`src/rtl/llc_rsp_out_arbiter.sv`:
```
// llc_rsp_out_arbiter
//   Merges the LLC coherent response stream and the DMA response stream onto a
//   single registered response channel toward the NoC response plane. Each
//   source is buffered by a one-entry holding register; the arbiter prefers
//   coherent responses but forces a DMA grant once STARVE_LIMIT consecutive
//   coherent grants have gone out while a DMA response was waiting.
//
// Ports
//   clk         rising-edge clock
//   rst         asynchronous active-low reset
//   coh_valid   coherent response valid          coh_ready   coherent accept
//   coh_data    coherent response payload (opaque, DATA_W bits)
//   dma_valid   DMA response valid               dma_ready   DMA accept
//   dma_data    DMA response payload (opaque, DATA_W bits)
//   out_valid   registered output valid          out_ready   downstream ready
//   out_data    registered output payload
//   out_src     source of the current output: 0 = coherent, 1 = DMA
//   starve_cnt  consecutive coherent grants while DMA has been waiting
//
// There is no combinational path from any input payload/valid to the output
// channel: every response passes through its holding register and then the
// output register, giving a minimum latency of two cycles.

module llc_rsp_out_arbiter #(
    parameter int DATA_W       = 640,
    parameter int STARVE_LIMIT = 4
) (
    input  logic              clk,
    input  logic              rst,

    input  logic              coh_valid,
    output logic              coh_ready,
    input  logic [DATA_W-1:0] coh_data,

    input  logic              dma_valid,
    output logic              dma_ready,
    input  logic [DATA_W-1:0] dma_data,

    output logic              out_valid,
    input  logic              out_ready,
    output logic [DATA_W-1:0] out_data,
    output logic              out_src,

    output logic [3:0]        starve_cnt
);

    localparam logic [3:0] LIMIT = 4'(STARVE_LIMIT);

    logic              hold_coh_valid;
    logic [DATA_W-1:0] hold_coh_data;
    logic              hold_dma_valid;
    logic [DATA_W-1:0] hold_dma_data;

    logic load;
    logic grant_coh;
    logic grant_dma;
    logic coh_take;
    logic dma_take;

    // The output register can accept a new response when it is empty or is
    // being drained this cycle; no grant is made otherwise, which keeps the
    // output stable under a stall.
    assign load = ~out_valid | out_ready;

    always_comb begin
        grant_coh = 1'b0;
        grant_dma = 1'b0;
        if (load) begin
            if (hold_coh_valid && hold_dma_valid) begin
                if (starve_cnt == LIMIT) begin
                    grant_dma = 1'b1;
                end else begin
                    grant_coh = 1'b1;
                end
            end else if (hold_coh_valid) begin
                grant_coh = 1'b1;
            end else if (hold_dma_valid) begin
                grant_dma = 1'b1;
            end
        end
    end

    // A hold being granted this cycle frees its slot, so it may refill in the
    // same cycle.
    assign coh_ready = ~hold_coh_valid | grant_coh;
    assign dma_ready = ~hold_dma_valid | grant_dma;

    assign coh_take = coh_valid & coh_ready;
    assign dma_take = dma_valid & dma_ready;

    always_ff @(posedge clk or negedge rst) begin
        if (!rst) begin
            hold_coh_valid <= 1'b0;
            hold_coh_data  <= '0;
        end else if (coh_take) begin
            hold_coh_valid <= 1'b1;
            hold_coh_data  <= coh_data;
        end else if (grant_coh) begin
            hold_coh_valid <= 1'b0;
        end
    end

    always_ff @(posedge clk or negedge rst) begin
        if (!rst) begin
            hold_dma_valid <= 1'b0;
            hold_dma_data  <= '0;
        end else if (dma_take) begin
            hold_dma_valid <= 1'b1;
            hold_dma_data  <= dma_data;
        end else if (grant_dma) begin
            hold_dma_valid <= 1'b0;
        end
    end

    always_ff @(posedge clk or negedge rst) begin
        if (!rst) begin
            out_valid <= 1'b0;
            out_data  <= '0;
            out_src   <= 1'b0;
        end else if (load) begin
            if (grant_coh) begin
                out_valid <= 1'b1;
                out_data  <= hold_coh_data;
                out_src   <= 1'b0;
            end else if (grant_dma) begin
                out_valid <= 1'b1;
                out_data  <= hold_dma_data;
                out_src   <= 1'b1;
            end else begin
                out_valid <= 1'b0;
            end
        end
    end

    // Counts coherent grants that overtook a waiting DMA response. It clears
    // whenever DMA wins or has nothing waiting, so it only ever measures the
    // current wait of the DMA response sitting in its hold.
    always_ff @(posedge clk or negedge rst) begin
        if (!rst) begin
            starve_cnt <= 4'd0;
        end else if (grant_dma || !hold_dma_valid) begin
            starve_cnt <= 4'd0;
        end else if (grant_coh && (starve_cnt != LIMIT)) begin
            starve_cnt <= starve_cnt + 4'd1;
        end
    end

endmodule

```
`config.mk`:
```
export PLATFORM = sky130hd
export DESIGN_NAME = llc_rsp_out_arbiter
export DESIGN_NICKNAME = d
export VERILOG_FILES = /design/src/rtl/llc_rsp_out_arbiter.sv
export SDC_FILE = /design/constraint.sdc
export NUM_CORES = 2
export LEC_CHECK = 0
export CAP_MARGIN = 5
export CORE_AREA = 2 2 747 749
export DETAILED_ROUTE_END_ITERATION = 10
export DIE_AREA = 0 0 749 751
export GPL_ROUTABILITY_DRIVEN = 0
export HOLD_SLACK_MARGIN = 0.02
export MAX_ROUTING_LAYER = met4
export SETUP_SLACK_MARGIN = 0.5
export SYNTH_ARGS = -nofsm -noshare
export SYNTH_HDL_FRONTEND = slang
export SYNTH_SLANG_ARGS = --single-unit
```
`constraint.sdc`:
```
create_clock -name clk -period 2.25 [get_ports clk]
set_input_delay 0.675 -clock clk [delete_from_list [all_inputs] [get_ports clk]]
set_output_delay 0.675 -clock clk [all_outputs]
set_load 0.02 [all_outputs]
```
==> summary.txt <==
GRT Resource Usage Total - 16.9%
Avg WL per Cell - 30.7 um
Initial core utilization - 14.4%
Hold Path Class - input port to register
Count leader, synth - dfrtp_1
Vias per Instance - 3.80
Biggest area consumer among synthesized cells - dfrtp_1
Ys Warns - 0
Cells after synthesis - 6242
Critical path arrival - 2.25 ns
Synth-to-Final Area Change - 55.8%
Initial antenna violation count - 227
Share of layout cells above drive strength 1 - 32.5%
Core area - 0.555 sq mm
Synth top cells by count - 1928 x dfrtp_1, 1284 x a21oi_1, 649 x nand2_1
Final WS setup - -0.676 ns
Largest net degree at the start of global routing - 72
Mapped Nets - 7529
Clk buf depth - 4
ANT nets after route - 0
Max-slew headroom - 52.1%
First-pass GRT wire length - 617 mm
CTS buffer count - 223
Fin area - 0.124 sq mm
Remaining routing DRC violations - 0
Synth Flop Type - dfrtp_1
Actual transition at the worst max-transition pin - 0.719 ns
Pwr Density - 1080 mW/mm^2
Initial DRC Count - 4576
Root Driver - clkbuf_16
Final hold violation count - 0
Tmin final - 2.93 ns
Clk_lat worst skew - 0.92 ns
Clock transition at path regs - 0.06 ns
Max stage delay on crit path - 0.40 ns
Non-filler instance count after layout - 16300
Worst Skew - 0.0513 ns
Placed Cells - 15500
Synth area leaders - dfrtp_1 60%, mux2_4 11%, mux2_1 8.5%
Placed cell areas - 0.111 sq mm
Fraction of registers with async set or reset after synthesis - 100%
Rows - 274
Synth unique cells - 30
Final setup violation count - 1383
Fin crit share - 130%
WS Path Type - register to output port
Synthesis-stage register bit count - 1928
Syn Area/Cell - 12.8 sq um
Kind of start point of the critical path - register
Power, Total - 134 mW
Worst Setup End Kind - output port
Die area - 0.562 sq mm
Via Count - 61800
Routed wire length - 500 mm
Vias in the first global route - 62500
Achievable frequency - 342 MHz
DR pass1 iterations - 6
Most used cell, CP - nand2_2
Detailed Place HPWL - 403 mm
Final core utilization - 22.4%
Max IR drop VDD - 0.759 mV
Crit path cell chain - inv_2 -> ha_4 -> nand4b_1 -> buf_4 -> nand2_2 -> nand2_2 -> buf_12 -> buf_8
Max cap viols - 0
CP max FO - 3
RSZ-0062 raised after global routing - yes
Clock sinks - 1928
Nets@finish - 9968
PortBufs - 1932
IO Pins - 1933
Synth Cell Area - 0.0799 sq mm
Post-synth top area share - 60.4%
Number of synthesized flops with an enable pin - 0
CP top delay family - buffers and inverters
Worst EP required - 1.57 ns
CP max stage cell - dfrtp_1
Lkg Pwr - 55.4 nW
Die Width - 749 um
Buf/Inv on CP - 4
Hold_ws - 0.345 ns
H-tree depth - 4
Die H - 751 um
Outcome - finished, violations left
Total grt overflow - 0
Slew Viols, Final - 0
Violated checks - setup timing
CTS tree - done
Seq/Total Area, Yosys - 60.4%
layer usage:
| metal | GRT usage (%) | wire, um | vias up | part of all wire [%] |
|---|---|---|---|---|
| li1 | - | - | 26400 | - |
| met1 | 17.8 | 183000 | 31500 | 37 |
| met2 | 25.7 | 219000 | 2933 | 44 |
| met3 | 9.29 | 65100 | 955 | 13 |
| met4 | 8.59 | 32500 | 0 | 6.5 |
| met5 | - | 0 | - | 0 |
placed cells by master, fill, tap and decap left out, types with 3 or more instances in the layout:
| cell type | n |
|---|---|
| buf_6 | 351 |
| mux2_2 | 59 |
| clkinv_4 | 6 |
| mux2_4 | 1052 |
| clkinvlp_4 | 4 |
| buf_12 | 234 |
| clkbuf_1 | 44 |
| clkinv_2 | 34 |
| mux2_1 | 169 |
| clkbuf_8 | 47 |
| inv_6 | 9 |
| buf_16 | 41 |
| inv_16 | 3 |
| inv_2 | 3 |
| clkbuf_16 | 285 |
| inv_8 | 3 |
| clkinv_16 | 7 |
| clkdlybuf4s50_1 | 1283 |
| buf_4 | 644 |
| dfrtp_2 | 44 |
| bufinv_16 | 12 |
| nand2_2 | 3 |
| nand3_1 | 6 |
| buf_8 | 27 |
| dfrtp_1 | 1884 |
| nor2_1 | 643 |
| a21oi_1 | 1282 |
| diode_2 | 103 |
| nand2_1 | 646 |
registers in the layout (all words and copies together) (netlist names):
register / cells
hold_coh_data: 640
hold_coh_valid: 1
starve_cnt: 4
out_src: 1
out_valid: 1
hold_dma_data: 640
hold_dma_valid: 1
out_data: 640
repair_timing:
| item | in CTS | in global routing |
|---|---|---|
| setup endpoints to repair | 2567 | 2568 |
| buffers inserted | 85 | 64 |
| hold endpoints to repair | 274 | 0 |
| pin swaps | 3 | 3 |
| hold buffers | 1 | 0 |
| gates cloned | 11 | 73 |
| gates resized for setup | 2217 | 469 |
area by class of cell:
type                       instances  area (sq um)
fill                           59000        430000
inverter                           3          11.3
tap                             7314          9150
sequential                      1928         48300
clock inverter                    79          1010
timing repair buffer            2642         29400
clock buffer                     315          6420
antenna                          103           258
multi-input combinational       3883         29900
per-stage QoR:
stage	worst slack, ns	TNS [ns]
5_1_grt	-0.819	-424.74
6_report	-0.676	-242.03
2_1_floorplan	0.246	0
4_1_cts	-0.774	-131.73
3_3_place_gp	-0.920	-1231.46
3_5_place_dp	-0.906	-1227.99
where the power goes:
part | total [mW] | internal [mW] | switching [mW]
clock | 37.4 | 21.3 | 16.0
combinational | 45.3 | 21.5 | 23.8
sequential | 51.8 | 44.3 | 7.49
worst paths after layout:
check                                   start            endpoint  slack [ns]  cells after the start
min in group asynchronous                 rst   hold_dma_data[18]        0.36                      2
min                             coh_data[501]  hold_coh_data[501]        0.34                      2
min reg2reg                hold_coh_data[542]  hold_coh_data[542]        0.49                      1
max                             starve_cnt[1]           coh_ready       -0.68                      8
max reg2reg                     starve_cnt[1]  hold_coh_data[425]       -0.30                     12
max in group asynchronous                 rst  hold_dma_data[108]        0.78                      5
cell families after synthesis:
kind of cell,count (synthesis),share of synthesized area (%)
AOI/OAI and AO/OA,1290,8.09
DFF,1928,60.4
buffers and inverters,431,4.41
adders and majority gates,2,0.0313
and+or+nand+nor,1311,6.22
muxes,1280,20.9
Power figures use the tool's default switching activity.
